===== config.mk =====
export PLATFORM = sky130hd
export DESIGN_NAME = pm_acs_unit_flat
export DESIGN_NICKNAME = d
export VERILOG_FILES = /design/src/rtl/viterbi_pkg.sv /design/src/rtl/pm_acs_unit_if.sv /design/src/rtl/pm_acs_unit_acs_cell.sv /design/src/rtl/pm_acs_unit.sv /design/src/flat_wrapper.sv
export SDC_FILE = /design/constraint.sdc
export NUM_CORES = 1
export LEC_CHECK = 0
export ABC_AREA = 1
export BUFFER_PORTS_ARGS = -buffer_cell sky130_fd_sc_hd__buf_2
export CORE_MARGIN = 2
export CORE_UTILIZATION = 25
export DETAILED_ROUTE_END_ITERATION = 8
export SYNTH_ARGS = -nofsm -noshare
export SYNTH_HDL_FRONTEND = slang
export SYNTH_SLANG_ARGS = --single-unit

===== constraint.sdc =====
create_clock -name clk -period 7.8 [get_ports clk]
set_clock_uncertainty 0.1 [all_clocks]
set_input_delay 2.34 -clock clk [delete_from_list [all_inputs] [get_ports clk]]
set_output_delay 2.34 -clock clk [all_outputs]
set_load 0.03 [all_outputs]

===== src/rtl/viterbi_pkg.sv =====
// Shared K=3 Viterbi definitions (BMC array, ACS, traceback).
//   NUM_STATES/BM_W/NUM_BR : trellis sizing
//   bm_t / pm_t            : branch-metric and default-width path-metric types
//   pred0/pred1            : even/odd predecessor of next state s' (s'={u,s[1]})
//   br_idx                 : branch index {p,u} into the BMC metric vector
package viterbi_pkg;
    localparam int NUM_STATES = 4;
    localparam int BM_W       = 2;
    localparam int NUM_BR     = 8;
    localparam int PM_W_DEF   = 8;

    typedef logic [BM_W-1:0]     bm_t;
    typedef logic [PM_W_DEF-1:0] pm_t;
    typedef logic [1:0]          state_t;

    function automatic state_t pred0(input state_t s);
        return {s[0], 1'b0};
    endfunction

    function automatic state_t pred1(input state_t s);
        return {s[0], 1'b1};
    endfunction

    function automatic logic [2:0] br_idx(input state_t p, input logic u);
        return {p, u};
    endfunction
endpackage


===== src/rtl/pm_acs_unit_if.sv =====
// Handshake bundle between BMC array -> ACS -> traceback.
//   in_*  : branch-metric set from BMC (valid/ready, frame-first flag, 8x2b metrics)
//   out_* : decision word to traceback (valid/ready, dec bits, best state, min metric)
// master = surrounding logic / bench, slave = pm_acs_unit.
interface pm_acs_unit_if #(parameter int PM_W = 8);
    logic            in_valid_i;
    logic            in_ready_o;
    logic            in_first_i;
    logic [15:0]     bm_i;
    logic            out_valid_o;
    logic            out_ready_i;
    logic [3:0]      dec_o;
    logic [1:0]      best_o;
    logic [PM_W-1:0] min_pm_o;

    modport master (
        output in_valid_i, in_first_i, bm_i, out_ready_i,
        input  in_ready_o, out_valid_o, dec_o, best_o, min_pm_o
    );
    modport slave (
        input  in_valid_i, in_first_i, bm_i, out_ready_i,
        output in_ready_o, out_valid_o, dec_o, best_o, min_pm_o
    );
endinterface


===== src/rtl/pm_acs_unit_acs_cell.sv =====
// One add-compare-select cell for a single next state.
//   pm0/pm1 : path metrics of even/odd predecessor
//   bm0/bm1 : branch metrics on the two incoming branches
//   pm_sel  : surviving metric; dec : 1 when the odd predecessor wins
// Adds saturate at all-ones; a tie keeps the even predecessor.
module acs_cell
    import viterbi_pkg::*;
#(
    parameter int PM_W = 8
) (
    input  logic [PM_W-1:0] pm0,
    input  logic [PM_W-1:0] pm1,
    input  bm_t             bm0,
    input  bm_t             bm1,
    output logic [PM_W-1:0] pm_sel,
    output logic            dec
);
    function automatic logic [PM_W-1:0] sat_add(input logic [PM_W-1:0] a, input bm_t b);
        logic [PM_W:0] s;
        s = {1'b0, a} + {{(PM_W+1-BM_W){1'b0}}, b};
        return s[PM_W] ? {PM_W{1'b1}} : s[PM_W-1:0];
    endfunction

    logic [PM_W-1:0] c0, c1;

    assign c0     = sat_add(pm0, bm0);
    assign c1     = sat_add(pm1, bm1);
    assign dec    = (c1 < c0);
    assign pm_sel = dec ? c1 : c0;
endmodule


===== src/rtl/pm_acs_unit.sv =====
// Path-metric / ACS stage of the K=3 Viterbi decoder.
//   clk, rst : clock, async active-high reset
//   bus      : pm_acs_unit_if.slave (BMC input handshake, traceback output handshake)
// Per accepted metric set: 4 ACS cells, min/best search, optional normalisation,
// 1-deep registered output. Optional feature macro: PM_ACS_NORM_EN (subtract the
// new minimum from all stored metrics; min_pm_o still reports the raw minimum).
module pm_acs_unit
    import viterbi_pkg::*;
#(
    parameter int PM_W     = 8,
    parameter int INIT_PEN = 16
) (
    input  logic           clk,
    input  logic           rst,
    pm_acs_unit_if.slave   bus
);
    localparam logic [NUM_STATES-1:0][PM_W-1:0] PM_INIT =
        {{(NUM_STATES-1){PM_W'(INIT_PEN)}}, {PM_W{1'b0}}};

    logic [NUM_STATES-1:0][PM_W-1:0] pm_q, pm_src, pm_new, pm_nxt;
    logic [NUM_STATES-1:0]           dec_new, dec_q;
    logic [NUM_BR-1:0][BM_W-1:0]     bm;
    logic [PM_W-1:0]                 min_pm, min_q;
    state_t                          best, best_q;
    logic                            out_valid_q, accept;

    assign bm              = bus.bm_i;
    assign bus.in_ready_o  = !out_valid_q | bus.out_ready_i;
    assign accept          = bus.in_valid_i & bus.in_ready_o;
    // frame start restarts from the init vector instead of the stored metrics
    assign pm_src          = bus.in_first_i ? PM_INIT : pm_q;

    for (genvar s = 0; s < NUM_STATES; s++) begin : g_acs
        localparam state_t P0  = pred0(state_t'(s));
        localparam state_t P1  = pred1(state_t'(s));
        localparam logic   U   = 1'((s >> 1) & 1);
        localparam int     BI0 = int'(br_idx(P0, U));
        localparam int     BI1 = int'(br_idx(P1, U));

        acs_cell #(.PM_W(PM_W)) u_acs (
            .pm0    (pm_src[P0]),
            .pm1    (pm_src[P1]),
            .bm0    (bm[BI0]),
            .bm1    (bm[BI1]),
            .pm_sel (pm_new[s]),
            .dec    (dec_new[s])
        );
    end

    // strict < keeps the lowest index on ties
    always_comb begin
        min_pm = pm_new[0];
        best   = '0;
        for (int i = 1; i < NUM_STATES; i++) begin
            if (pm_new[i] < min_pm) begin
                min_pm = pm_new[i];
                best   = state_t'(i);
            end
        end
    end

`ifdef PM_ACS_NORM_EN
    always_comb begin
        for (int i = 0; i < NUM_STATES; i++) pm_nxt[i] = pm_new[i] - min_pm;
    end
`else
    assign pm_nxt = pm_new;
`endif

    always_ff @(posedge clk or posedge rst) begin
        if (rst) begin
            pm_q        <= PM_INIT;
            out_valid_q <= 1'b0;
            dec_q       <= '0;
            best_q      <= '0;
            min_q       <= '0;
        end else if (accept) begin
            pm_q        <= pm_nxt;
            out_valid_q <= 1'b1;
            dec_q       <= dec_new;
            best_q      <= best;
            min_q       <= min_pm;
        end else if (bus.out_ready_i) begin
            out_valid_q <= 1'b0;
        end
    end

    assign bus.out_valid_o = out_valid_q;
    assign bus.dec_o       = dec_q;
    assign bus.best_o      = best_q;
    assign bus.min_pm_o    = min_q;
endmodule


===== src/flat_wrapper.sv =====
// flat-port wrapper written by rule: the top's interface ports become plain ports
module pm_acs_unit_flat import viterbi_pkg::*;
#(
    parameter int PM_W     = 8,
    parameter int INIT_PEN = 16
)
  (clk, rst, bus_in_valid_i, bus_in_first_i, bus_bm_i, bus_out_ready_i, bus_in_ready_o, bus_out_valid_o, bus_dec_o, bus_best_o, bus_min_pm_o);
  pm_acs_unit_if #(.PM_W(PM_W)) bus_i ();
  input  logic clk;
  input  logic rst;
  input wire logic [$bits(bus_i.in_valid_i)-1:0] bus_in_valid_i;
  input wire logic [$bits(bus_i.in_first_i)-1:0] bus_in_first_i;
  input wire logic [$bits(bus_i.bm_i)-1:0] bus_bm_i;
  input wire logic [$bits(bus_i.out_ready_i)-1:0] bus_out_ready_i;
  output wire logic [$bits(bus_i.in_ready_o)-1:0] bus_in_ready_o;
  output wire logic [$bits(bus_i.out_valid_o)-1:0] bus_out_valid_o;
  output wire logic [$bits(bus_i.dec_o)-1:0] bus_dec_o;
  output wire logic [$bits(bus_i.best_o)-1:0] bus_best_o;
  output wire logic [$bits(bus_i.min_pm_o)-1:0] bus_min_pm_o;
  assign bus_i.in_valid_i = bus_in_valid_i;
  assign bus_i.in_first_i = bus_in_first_i;
  assign bus_i.bm_i = bus_bm_i;
  assign bus_i.out_ready_i = bus_out_ready_i;
  assign bus_in_ready_o = bus_i.in_ready_o;
  assign bus_out_valid_o = bus_i.out_valid_o;
  assign bus_dec_o = bus_i.dec_o;
  assign bus_best_o = bus_i.best_o;
  assign bus_min_pm_o = bus_i.min_pm_o;
  pm_acs_unit #(.PM_W(PM_W), .INIT_PEN(INIT_PEN)) u_core (.clk(clk), .rst(rst), .bus(bus_i));
endmodule

=== After elaboration in Yosys (flattened, before gate mapping) ===
Index checks and enable logic that the tools add are counted.

* Output and inout bits: 16
* Input bits: 21
* Word-level logic and storage cells: 48
* Bits in registers: 47

* Order comparisons: 7
* Reductions and logical operators: 2
* $add $sub $neg: 8
* Muxes and demuxes: 21
* Bitwise operators: 2

{| class="wikitable"
|+ Operator list
! operator !! number
|-
| $mux 8 || 15
|-
| $add 8x2->9 || 8
|-
| $lt 8x8->1 || 7
|-
| $mux 32 || 1
|-
| $mux 2 || 2
|-
| $mux 1 || 3
|-
| $reduce_bool 2->1 || 1
|-
| $and 1x1->1 || 1
|-
| $logic_not 1->1 || 1
|-
| $or 1x1->1 || 1
|}

=== Logic depth before layout (Yosys ltp) ===
* Depth in word-level cells: 11
* Depth in mapped cells: 53
* Mapped depth without buffers: 49

=== Hierarchy ===
Synthesis repeated with hierarchy kept, for this count alone.

* Cells, all modules: 953
* Area, all modules: 5954.5 µm²

{| class="wikitable"
|+ By module, submodules not included
! module !! times used !! sequential area each (µm²) !! area an instance (µm²) !! cells each
|-
| pm_acs_unit || 1 || 1179.9 || 2813.9 || 382
|-
| acs_cell at u_core.g_acs[1].u_acs ... || 2 || 0.0 || 812.0 || 144
|-
| acs_cell at u_core.g_acs[2].u_acs || 1 || 0.0 || 760.7 || 141
|-
| acs_cell at u_core.g_acs[0].u_acs || 1 || 0.0 || 755.7 || 142
|}

=== Least setup slack after synthesis ===
No wires, ideal clock.

* Kind: input port to flip-flop
* From: in bus_in_first_i
* To: reg u_core.min_q[4] (netlist: u_core.bus.min_pm_o[4])
* Stages on the path: 39
* Arrival: 9.260 ns
* Path buffers: 5
* Slack: -1.679 ns
* Data required time: 7.581 ns
* Cell sequence: clkbuf_1 -> clkbuf_1 -> nor2_1 -> ha_1 -> ha_1 -> inv_1 -> nand2_1 -> nand3_1 -> nand3_1 -> ha_1 -> a21oi_1 -> nor2_1 -> a211oi_1 -> nand2_2 -> clkbuf_1 -> o21ai_0 -> ha_1 -> a21oi_1 -> (+3 left out) -> clkbuf_1 -> nand2_1 -> o21ai_0 -> ha_1 -> a21oi_1 -> nor2_1 -> a211oi_1 -> nand2_2 -> buf_2 -> nand2_1 -> o21ai_0 -> ha_1 -> a21oi_1 -> nor2_1 -> a211oi_1 -> nand3_1 -> nand3_1 -> nand2_1

* Longest elaborated chain between the ends: 11
* Elaborated cells between the ends (all ways): 31

{| class="wikitable"
|+ Ends and longest elaborated chain
! what !! RTL line !! RTL
|-
| from (decl) || flat_wrapper.sv:12 || <nowiki>input wire logic [$bits(bus_i.in_first_i)-1:0] bus_in_first_i;</nowiki>
|-
| $mux 32 (*) || pm_acs_unit.sv:31 || <nowiki>assign pm_src = bus.in_first_i ? PM_INIT : pm_q;</nowiki>
|-
| $add 8x2->9 || pm_acs_unit_acs_cell.sv:20 || <nowiki>s = {1'b0, a} + {{(PM_W+1-BM_W){1'b0}}, b};</nowiki>
|-
| $mux 8 || pm_acs_unit_acs_cell.sv:21 || <nowiki>return s[PM_W] ? {PM_W{1'b1}} : s[PM_W-1:0];</nowiki>
|-
| $lt 8x8->1 || pm_acs_unit_acs_cell.sv:28 || <nowiki>assign dec = (c1 < c0);</nowiki>
|-
| $mux 8 || pm_acs_unit_acs_cell.sv:29 || <nowiki>assign pm_sel = dec ? c1 : c0;</nowiki>
|-
| $lt 8x8->1 || pm_acs_unit.sv:55 || <nowiki>if (pm_new[i] < min_pm) begin</nowiki>
|-
| $mux 8 || pm_acs_unit.sv:55 ||
|-
| $lt 8x8->1 || pm_acs_unit.sv:55 ||
|-
| $mux 8 || pm_acs_unit.sv:55 ||
|-
| $lt 8x8->1 || pm_acs_unit.sv:55 ||
|-
| $mux 8 (*) || pm_acs_unit.sv:55 ||
|-
| to (signal assigned) || pm_acs_unit.sv:82 || <nowiki>min_q <= min_pm;</nowiki>
|-
| to (decl) || pm_acs_unit.sv:23 || <nowiki>logic [PM_W-1:0] min_pm, min_q;</nowiki>
|}

Mark *: on every way between the ends. The rest lies on a longest branch, timed or not.
A chain may end at the register's enable or synchronous reset.

=== Worst setup path after layout ===
* From: in bus_in_first_i
* To: reg u_core.min_q[1] (netlist: u_core.bus.min_pm_o[1])

* Longest elaborated chain between the ends: 11
* Elaborated cells between the ends (all ways): 31

{| class="wikitable"
|+ Ends and longest elaborated chain
! what !! RTL line !! RTL
|-
| $mux 32 (*) || pm_acs_unit.sv:31 ||
|-
| $add 8x2->9 || pm_acs_unit_acs_cell.sv:20 ||
|-
| $mux 8 || pm_acs_unit_acs_cell.sv:21 ||
|-
| $lt 8x8->1 || pm_acs_unit_acs_cell.sv:28 ||
|-
| $mux 8 (*) || pm_acs_unit_acs_cell.sv:29 ||
|-
| net u_core.g_acs[1].u_acs.pm_sel[4] || pm_acs_unit_acs_cell.sv:15 || <nowiki>output logic [PM_W-1:0] pm_sel,</nowiki>
|-
| $lt 8x8->1 || pm_acs_unit.sv:55 ||
|-
| $mux 8 (*) || pm_acs_unit.sv:55 ||
|-
| $lt 8x8->1 || pm_acs_unit.sv:55 ||
|-
| $mux 8 (*) || pm_acs_unit.sv:55 ||
|-
| $lt 8x8->1 || pm_acs_unit.sv:55 ||
|-
| $mux 8 (*) || pm_acs_unit.sv:55 ||
|}

The timed path passes the listed nets; every way through them passes the cells marked *.

==> impl_metrics.yaml <==
routing:
  routed_wl_um: 21000
  drc: 0
  ant_nets: 0
  viasPerCell: 4.77
  dr.pass1.iters: 5
  num_vias: 6780
  dr.first_iter.drc_count: 494
  wl_per_cell_um: 14.8
die:
  initial_core_util_pct: 25.5
  row_count: 53
  pin_count: 37
  dieArea_um2: 22600
  die-width_um: 150
  fp.dieH_um: 150
  core-area_um2: 21000
synthesis:
  synth_top_area_cell: "dfrtp_1"
  ys_types: 34
  postSynthCellCount: 865
  syn_avg_cell_area_um2: 6.20
  ys_seq_area_share_pct: 22.0
  yosysWarnings: 0
  synth_area_leaders: "dfrtp_1, nand2_1, ha_1, inv_1, o21ai_0"
  syn_nets: 946
  synth-seq-cells: 47
  synth_top_area_share_pct: 20.5
  synth_area_um2: 5360
cells_and_area:
  layout_commonest_cell: "buf_4"
  drive_above_1_share_pct: 43.6
  nets: 1225
  seq_area_um2: 1180
  area_growth_pct: 69.4
  fin_util_pct: 43.2
  antenna_cells: 0
  num-fill-cells: 2020
  multi_input_comb_area_um2: 4760
  layout_common_cells: "buf_4, nand2_1, inv_1, nor2_1, o21ai_0"
cts:
  tritoncts: "done"
  hold_buffers: 0
  root_buffer: "clkbuf_16"
  cts_max_level: 2
  cts_buffers: 5
  clockBufferDepth: 2
  clk_pin_slew_worst_paths_ps: 70
  cts_sinks: 47
  clk_latency_ps: 300
placement:
  gp_congestion: 0.937
  io_buffers: 36
  dp_hpwl_um: 14200
worst_setup_path:
  max_stage_delay_ps: 300
  startpoint_type: "input pin"
  path_max_fanout: 8
  cpMaxStageDelayCell: "ha_1"
  r2r_cells: 41
  cp.required_ps: 7940
  arrival_ps: 8230
  cp-end-kind: "register"
  critPathKind: "input pin to register"
grt:
  antenna_found_initial: 1
  grt_use_total_pct: 17.3
  grt-ovfl-total: 0
  grt_max_degree: 75
  grt_pass1_wl_um: 31400
  grt_pass1_vias: 6364
flow_run:
  cap_violations: 0
status:
  violations: "negative setup slack"
  status: "complete, but fails checks"
sta:
  fin_crit_sh_pct: 104
  setup_viol: 10
  final.setup.worst_slack_ps: -285
  rsz0062_at_grt: "yes"
  worst_pin_slew_ps: 1000
  max_freq_mhz: 124
  drv_slew: 0
  period_minus_slack_ps: 8090
  hold_violations: 0
  relSlewSlack_pct: 33.0
hold_path:
  hp-class: "register to register"
  whs_path_depth: 2
## synthesized netlist by cell type
master and n:
dfstp_2 3, buf_2 2, nor2_2 7, a211oi_1 7
clkbuf_1 16, o211ai_1 6, dfrtp_1 44, clkinv_1 1
nand2_1 249, o21a_1 2, o21bai_1 2, nand2_4 3
ha_1 60, o22ai_1 1, nand3b_1 2, or2_2 1
inv_1 108, o21ai_0 79, nor3_1 4, buf_6 1
nand2_2 15, inv_4 1, o21ai_1 1, nor2_1 96
o31ai_1 4, nor2_4 2, inv_2 4, nand4_1 6
a31oi_1 12, nand3_1 73, buf_4 1, xor2_1 11
a21oi_1 33, nand3_2 8
## cells by family after synthesis
group                      synth area share (%)
DFF                                        22.0
and+or+nand+nor                            37.5
adders and majority gates                  14.0
buffers and inverters                      9.68
xor gates and xnor gates                   1.80
AOI/OAI and AO/OA                          15.0
## final cells by class
type	count	share of cell area (%)
multi-input cells	689	52.4
repair buffers	286	24.1
flip-flops and latches	47	13.0
inverters	114	4.92
well taps	275	3.79
clock buffers	5	1.38
clock inverters	3	0.317
repair inverters	1	0.0964
## registers in the layout, indices dropped and copies added, names as in the netlist
register,count
u_core.bus.best_o,2
u_core.bus.dec_o,4
u_core.bus.min_pm_o,8
u_core.bus.out_valid_o,1
u_core.pm_q,32
## critical path, delay by kind of cell
kind            cells  cell delay [ps]
simple gates       19             1550
buf+inv            11             1320
compound gates     12             1800
fa+ha+maj           5             1170
## metal layers
| metal | track usage, % | vias up | part of all wire, % |
|---|---|---|---|
| li1 | - | 3398 | - |
| met4 | 4.95 | 2 | 3.2 |
| met5 | 0 | - | 0.062 |
| met3 | 1.52 | 43 | 4.3 |
| met2 | 29.6 | 184 | 48 |
| met1 | 23.1 | 3153 | 44 |
## through the flow
stage | setup WS (ps) | area (um^2) | hold slack (ps) | std cells | setup TNS, ps
floorplan | -522 | 5580 | 349 | 865 | -5060
global placement | -839 | 7280 | 360 | 1333 | -8180
detailed placement | -974 | 7280 | 360 | 1333 | -9350
CTS | 3.73 | 8220 | 380 | 1390 | 0
global route | -611 | 9080 | 400 | 1420 | -5890
finish | -285 | 9080 | 375 | 1420 | -2630
## worst paths after layout
check	start	end	slack, ps
worst max-delay path	bus_in_first_i	u_core.bus.min_pm_o[1]$_DFFE_PP0P_	-290
worst min-delay path	u_core.bus.min_pm_o[0]$_DFFE_PP0P_	u_core.bus.min_pm_o[0]$_DFFE_PP0P_	380
worst max register to register	u_core.pm_q[9]$_DFFE_PP0P_	u_core.bus.min_pm_o[1]$_DFFE_PP0P_	1480
worst min register to register	u_core.bus.min_pm_o[0]$_DFFE_PP0P_	u_core.bus.min_pm_o[0]$_DFFE_PP0P_	380
max in group asynchronous	rst	u_core.pm_q[14]$_DFFE_PP0P_	4800
min in group asynchronous	rst	u_core.bus.min_pm_o[6]$_DFFE_PP0P_	2180
## timing repair
item,CTS,global route
buffers inserted,42,29
setup endpoints to repair,10,10
gates resized for setup,101,134
gates cloned,7,1
pin swaps,43,57
Power is left out: the tool's default activity adds up to more than one toggle a clock period on the data nets, which glitch-free logic cannot reach.
